==> config.mk <==
export PLATFORM = sky130hd
export DESIGN_NAME = fazyrv_ccx_resp
export DESIGN_NICKNAME = d
export VERILOG_FILES = /design/src/rtl/fazyrv_ccx_pkg.sv /design/src/rtl/fazyrv_ccx_alu.sv /design/src/rtl/fazyrv_ccx_resp.sv
export SDC_FILE = /design/constraint.sdc
export NUM_CORES = 1
export LEC_CHECK = 0
export ABC_AREA = 1
export BUFFER_PORTS_ARGS = -buffer_cell sky130_fd_sc_hd__buf_2
export CORE_MARGIN = 8
export CORE_UTILIZATION = 55
export CTS_BUF_LIST = sky130_fd_sc_hd__clkbuf_4 sky130_fd_sc_hd__clkbuf_8
export CTS_CLUSTER_DIAMETER = 40
export CTS_CLUSTER_SIZE = 24
export DETAILED_ROUTE_END_ITERATION = 8
export PLACE_DENSITY = 0.69
export REMOVE_ABC_BUFFERS = 1
export SYNTH_ARGS = -nofsm -noshare
export SYNTH_HDL_FRONTEND = slang
export SYNTH_HIERARCHICAL = 1
export SYNTH_SLANG_ARGS = --single-unit
==> constraint.sdc <==
create_clock -name clk_i -period 8.4 [get_ports clk_i]
set_input_delay 1.68 -clock clk_i [delete_from_list [all_inputs] [get_ports clk_i]]
set_output_delay 1.68 -clock clk_i [all_outputs]
set_load 0.1 [all_outputs]
==> src/rtl/fazyrv_ccx_pkg.sv <==
// Shared types and constants for the chunk-serial CCX responder.
// Holds no logic, so it has no latency or backpressure of its own.
package fazyrv_ccx_pkg;

  localparam int unsigned CCX_WORDW = 32;

  typedef enum logic [1:0] {
    MINU = 2'b00,
    MAXU = 2'b01,
    HAMM = 2'b10,
    BREV = 2'b11
  } ccx_sel_e;

  typedef enum logic [2:0] {
    IDLE,
    LOAD,
    COMPUTE,
    STREAM,
    WAIT_LOW
  } ccx_state_e;

endpackage

==> src/rtl/fazyrv_ccx_alu.sv <==
// CCX operation unit: 32-bit MINU/MAXU/popcount(A^B)/bit-reverse(A), purely combinational.
// It has zero latency and no backpressure; the operands are held stable by the caller.
module fazyrv_ccx_alu
  import fazyrv_ccx_pkg::*;
(
  input  ccx_sel_e              sel,
  input  logic [CCX_WORDW-1:0]  a,
  input  logic [CCX_WORDW-1:0]  b,
  output logic [CCX_WORDW-1:0]  res
);

  logic [CCX_WORDW-1:0] diff;
  logic [CCX_WORDW-1:0] brev;
  logic [5:0]           pop;

  always_comb begin
    diff = a ^ b;
    pop  = '0;
    brev = '0;
    for (int i = 0; i < CCX_WORDW; i++) begin
      pop               = pop + 6'(diff[i]);
      brev[CCX_WORDW-1-i] = a[i];
    end
  end

  always_comb begin
    res = '0;
    unique case (sel)
      MINU:    res = (a < b) ? a : b;
      MAXU:    res = (a > b) ? a : b;
      HAMM:    res = {{(CCX_WORDW-6){1'b0}}, pop};
      BREV:    res = brev;
      default: res = '0;
    endcase
  end

endmodule

==> src/rtl/fazyrv_ccx_resp.sv <==
// CCX responder: deserialises A/B chunks, evaluates, and streams the result; resp at cycle N+1+EXTRA_LAT.
// No backpressure: the core holds ccx_req_i for the whole transaction, and dropping it during LOAD aborts.
module fazyrv_ccx_resp
  import fazyrv_ccx_pkg::*;
#(
  parameter int unsigned CHUNKSIZE = 8,
  parameter int unsigned EXTRA_LAT = 0
) (
  input  logic                 clk_i,
  input  logic                 rst_i,
  input  logic                 ccx_req_i,
  input  logic [1:0]           ccx_sel_i,
  input  logic [CHUNKSIZE-1:0] ccx_rs_a_i,
  input  logic [CHUNKSIZE-1:0] ccx_rs_b_i,
  output logic [CHUNKSIZE-1:0] ccx_res_o,
  output logic                 ccx_resp_o
);

  localparam int unsigned N = CCX_WORDW / CHUNKSIZE;
  localparam logic [5:0] LOAD_LAST  = 6'(N - 1);
  localparam logic [5:0] STREAM_END = 6'(N);
  localparam logic [5:0] LAT_LAST   = 6'(EXTRA_LAT);

  ccx_state_e           state_q;
  ccx_sel_e             sel_q;
  logic [5:0]           cnt_q;
  logic [CCX_WORDW-1:0] a_q;
  logic [CCX_WORDW-1:0] b_q;
  logic [CCX_WORDW-1:0] res_q;
  logic [CCX_WORDW-1:0] alu_res;

  fazyrv_ccx_alu u_alu (
    .sel (sel_q),
    .a   (a_q),
    .b   (b_q),
    .res (alu_res)
  );

  // Operands shift in from the top so chunk k lands at bits [k*CHUNKSIZE +: CHUNKSIZE] after N shifts.
  always_ff @(posedge clk_i) begin
    if (rst_i) begin
      state_q    <= IDLE;
      sel_q      <= MINU;
      cnt_q      <= '0;
      a_q        <= '0;
      b_q        <= '0;
      res_q      <= '0;
      ccx_res_o  <= '0;
      ccx_resp_o <= 1'b0;
    end else begin
      unique case (state_q)
        IDLE: begin
          ccx_res_o  <= '0;
          ccx_resp_o <= 1'b0;
          if (ccx_req_i) begin
            sel_q   <= ccx_sel_e'(ccx_sel_i);
            a_q     <= {ccx_rs_a_i, a_q[CCX_WORDW-1:CHUNKSIZE]};
            b_q     <= {ccx_rs_b_i, b_q[CCX_WORDW-1:CHUNKSIZE]};
            cnt_q   <= 6'd1;
            state_q <= LOAD;
          end
        end
        LOAD: begin
          if (!ccx_req_i) begin
            a_q     <= '0;
            b_q     <= '0;
            cnt_q   <= '0;
            state_q <= IDLE;
          end else begin
            a_q <= {ccx_rs_a_i, a_q[CCX_WORDW-1:CHUNKSIZE]};
            b_q <= {ccx_rs_b_i, b_q[CCX_WORDW-1:CHUNKSIZE]};
            if (cnt_q == LOAD_LAST) begin
              cnt_q   <= '0;
              state_q <= COMPUTE;
            end else begin
              cnt_q <= cnt_q + 6'd1;
            end
          end
        end
        COMPUTE: begin
          if (cnt_q == LAT_LAST) begin
            res_q      <= alu_res >> CHUNKSIZE;
            ccx_res_o  <= alu_res[CHUNKSIZE-1:0];
            ccx_resp_o <= 1'b1;
            cnt_q      <= 6'd1;
            state_q    <= STREAM;
          end else begin
            cnt_q <= cnt_q + 6'd1;
          end
        end
        STREAM: begin
          ccx_resp_o <= 1'b0;
          if (cnt_q == STREAM_END) begin
            ccx_res_o <= '0;
            cnt_q     <= '0;
            state_q   <= WAIT_LOW;
          end else begin
            ccx_res_o <= res_q[CHUNKSIZE-1:0];
            res_q     <= res_q >> CHUNKSIZE;
            cnt_q     <= cnt_q + 6'd1;
          end
        end
        WAIT_LOW: begin
          ccx_res_o  <= '0;
          ccx_resp_o <= 1'b0;
          if (!ccx_req_i) state_q <= IDLE;
        end
        default: begin
          ccx_res_o  <= '0;
          ccx_resp_o <= 1'b0;
          cnt_q      <= '0;
          state_q    <= IDLE;
        end
      endcase
    end
  end

endmodule

==> impl_summary.log <==
INFO  metric run_status = finished, final reports clean
INFO  metric design.final.nets = 1247
INFO  metric final.setup.tns = 0 ps
INFO  metric grt_first_pass_wirelength = 37800 um
INFO  metric yosys_register_bits = around 110
INFO  metric yosys-mux-area-fraction = 0%
INFO  metric drt_iter0_markers = approximately 680
INFO  metric setup_viol_count_final = 0
INFO  metric holdPathStages = 2
INFO  metric yosys-top-cells-area = dfxtp_1 (28%), nand2_1 (12%), nand3_1 (8.8%)
INFO  metric synth-adder-area-share = 14.0%
INFO  metric final_core_utilization = slightly below 60%
INFO  metric hold_class = flop to flop
INFO  metric cp_data_required_time = 8650 ps
INFO  metric crit_path_top_delay_cell = fa_1
INFO  metric r2r_setup_slack = 1800 ps
INFO  metric combinational_family_with_the_most_area_after_synthesis = simple AND/OR/NAND/NOR gates
INFO  metric place_hpwl = around 16000 um
INFO  metric initial_utilization = between 50% and 60%
INFO  metric multi_input_comb_area = 4690 um^2
INFO  metric fp.dieW = 134 um
INFO  metric reg2reg_launch_point = a_q[0]$_SDFFE_PP0P_
INFO  metric dp_worst_setup_slack = 1800 ps
INFO  metric clock_latency = 390 ps
INFO  metric drt.antenna.violating_nets = 0
INFO  metric fmax = about 0.15 GHz
INFO  metric die_height = 134 um
INFO  metric worstPathArrival = 6860 ps
INFO  metric grt_pass1_vias = 7182
INFO  metric post_synth_num_cell_types = 40
INFO  metric register_area = between 2000 and 2500 um^2
INFO  metric synth.avg_cell_area = roughly 6.6 um^2
INFO  metric max-clock-path-buffers = 2
INFO  metric cts_h_tree_depth = 3
INFO  metric mappedNetlistArea = 7710 um^2
INFO  metric worst-r2r-cell-count = 30
INFO  metric synth_seq_area_share = 28.1%
INFO  metric timing.critical_path.from_type = flop
INFO  metric synth_simple_gate_area_share = 30.7%
INFO  metric dr_total_vias = 7662
INFO  metric end_kind = flop
INFO  metric post_drt_via_cell_ratio = about 5.7
INFO  metric synth_top_area_share = 28.1%
INFO  metric maxSlewViolCount = 0
INFO  metric clk_pin_slew = 110 ps
INFO  metric ctsRootBufferMaster = clkbuf_8
INFO  metric max_slew.worst_pin.slew = 1170 ps
INFO  metric drv.max_cap_violation_count = 0
INFO  metric cts_tree = done
INFO  metric timing.final.crit_share = 78.6%
INFO  metric finalWeightedCongestion = 0.982
INFO  metric placementRows = 43
INFO  metric r2r_end = ccx_res_o[4]$_SDFFE_PP0P_
INFO  metric synth_area_leader_cell = dfxtp_1
INFO  metric rsz0062_at_grt = no
INFO  metric synthCells = 1171
INFO  metric timing.setup.critical_path_class = flop to flop
INFO  metric grt_max_degree = 67
INFO  metric detailedRoute.firstPassIterationCount = 5
INFO  metric core_area = 13800 um^2
INFO  metric synth-compound-area-share = approximately 16%
INFO  metric area.growth.synth_to_final = 3.80%
INFO  metric dominant_cell_type_by_count_on_the_critical_path = inv_1
INFO  metric ys_warn_count = 6
INFO  metric antenna_found_initial = 0
INFO  metric gr-total-overflow = 0
INFO  metric cts_buffers = 9
INFO  metric die_area = 18100 um^2
INFO  metric antennaDiodeCount = 0
INFO  metric final_layout_size_suffix_gt1_share = 6.90%
INFO  metric post_cts_hold_buffer_count = 0
INFO  metric timing.hold.worst.start = res_q[20]$_SDFFE_PP0P_
INFO  metric finish.instance_area = 8000 um^2
INFO  metric final_critical_path_setup_slack = ~1800 ps
INFO  metric headroom_to_the_max_slew_limit = 21.8%
INFO  metric hold_viol_final = 0
INFO  metric critPathMaxStageDelay = around 540 ps
INFO  metric number_of_fill_cells_in_the_layout = approximately 1400
INFO  metric cp_max_fo = 3
INFO  metric routed_wl = between 20000 and 25000 um
INFO  metric timing.clock.skew = 13.9 ps
INFO  metric wire_per_inst = approximately 17 um
INFO  metric fin_crit = 6600 ps
INFO  metric design.portCount = 30
INFO  metric hold-path-endpoint = res_q[20]$_SDFFE_PP0P_
INFO  metric cell_area_after_placement = 7820 um^2
INFO  metric gr-usage-all-layers = a little over a quarter
INFO  metric route.detailed.drc = 0
INFO  metric cts_resized = 0
INFO  metric port_buffers = 29
INFO  metric cts_num_sinks = between 100 and 150
INFO  metric number_of_buffers_inserted_to_repair_setup_after_cts = 0
INFO  metric post_synth_xor_area_fraction = 0.114%
==> placed cells by master, fill, tap and decap left out, types with 2 or more instances in the layout <==
cell	Yosys	routed
nand2_4	2	2
buf_2	23	29
dfxtp_1	108	108
a22oi_1	5	5
nor2_1	139	137
clkinv_2	0	2
o21a_1	2	2
inv_2	4	4
nand4_1	6	6
a21oi_1	129	128
nor3_2	2	2
inv_1	136	135
buf_4	10	9
ha_1	46	46
nand3_2	2	2
a31oi_1	16	16
nand2_1	250	250
o21ai_0	56	56
nand2_2	4	4
fa_1	25	25
nor3_1	3	3
o21ai_1	20	20
clkbuf_8	0	10
nand3_1	135	135
nor2_2	4	6
==> layout make-up <==
cell class,instances,share of cell area [%]
Multi-Input combinational cell,858,58.7
Sequential cell,108,27.0
Inverter,140,6.57
Tap cell,180,2.82
Timing Repair Buffer,38,2.66
Clock buffer,11,1.81
Clock inverter,5,0.438
==> synthesized netlist by cell type <==
cell and count:
nand2_1 250, nor2_1 139, inv_1 136, nand3_1 135, a21oi_1 129, dfxtp_1 108
o21ai_0 56, ha_1 46, clkbuf_1 25, fa_1 25, buf_2 23, o21ai_1 20
a31oi_1 16, buf_4 10, nand4_1 6, a22oi_1 5, inv_2 4, nand2_2 4
nor2_2 4, buf_1 3, nor3_1 3, buf_8 2, nand2_4 2, nand3_2 2
nor3_2 2, o21a_1 2, a21o_1 1, a41oi_1 1, buf_6 1, clkbuf_2 1
nand2_8 1, nand3b_1 1, nor2_4 1, nor2_8 1, o21ai_2 1, o21bai_1 1
o22ai_1 1, o2bb2ai_1 1, or2_2 1, xor2_1 1
==> routing by layer <==
layer  up-vias  wire [um]  GRT usage (%)
met5         -          0              0
met2       316      10400           41.2
met4         0       1210           14.8
met1      3523       9820           32.6
met3        68       1550           5.05
li1       3755          -              -
==> worst max-delay path by stage <==
| stage | from | depth (start not counted) | end | slack [ps] |
|---|---|---|---|---|
| after floorplan | a_q[0]$_SDFFE_PP0P_ | 30 | ccx_res_o[4]$_SDFFE_PP0P_ | 2070 |
| after global placement | a_q[0]$_SDFFE_PP0P_ | 30 | ccx_res_o[4]$_SDFFE_PP0P_ | 1850 |
| after detailed placement | a_q[0]$_SDFFE_PP0P_ | 30 | ccx_res_o[4]$_SDFFE_PP0P_ | 1800 |
| after CTS | a_q[0]$_SDFFE_PP0P_ | 30 | ccx_res_o[4]$_SDFFE_PP0P_ | 1790 |
| after global routing | a_q[0]$_SDFFE_PP0P_ | 30 | ccx_res_o[4]$_SDFFE_PP0P_ | 1410 |
| final | a_q[0]$_SDFFE_PP0P_ | 30 | ccx_res_o[4]$_SDFFE_PP0P_ | 1800 |
==> stage by stage <==
| step | std cells | hold WS (ps) |
|---|---|---|
| floorplan | 1106 | 435 |
| global placement | 1324 | 448 |
| detailed placement | 1324 | 450 |
| CTS | 1340 | 466 |
| global route | 1340 | 487 |
| finish | 1340 | 467 |
==> cells by family after synthesis <==
kind of cell	count (synthesis)
AND/OR/NAND/NOR	552
buffers and inverters	205
XOR/XNOR	1
AO/OA/AOI/OAI	234
adder cells (fa/ha/maj)	71
flip-flops	108
==> state kept, by name (all words and copies together) (netlist names) <==
signal	count
cnt_q	6
ccx_resp_o	1
b_q	32
sel_q	2
state_q	3
a_q	32
res_q	24
ccx_res_o	8
==> worst max-delay path, delay by kind of cell, from the launching register on <==
kind	cells	cell delay, ps
AOI/OAI and AO/OA	4	410
adders and majority gates	11	4610
buffers and inverters	10	550
DFF	1	360
and+or+nand+nor	5	550
Power is left out: the tool's default activity adds up to more than one toggle a clock period on the data nets, which glitch-free logic cannot reach.
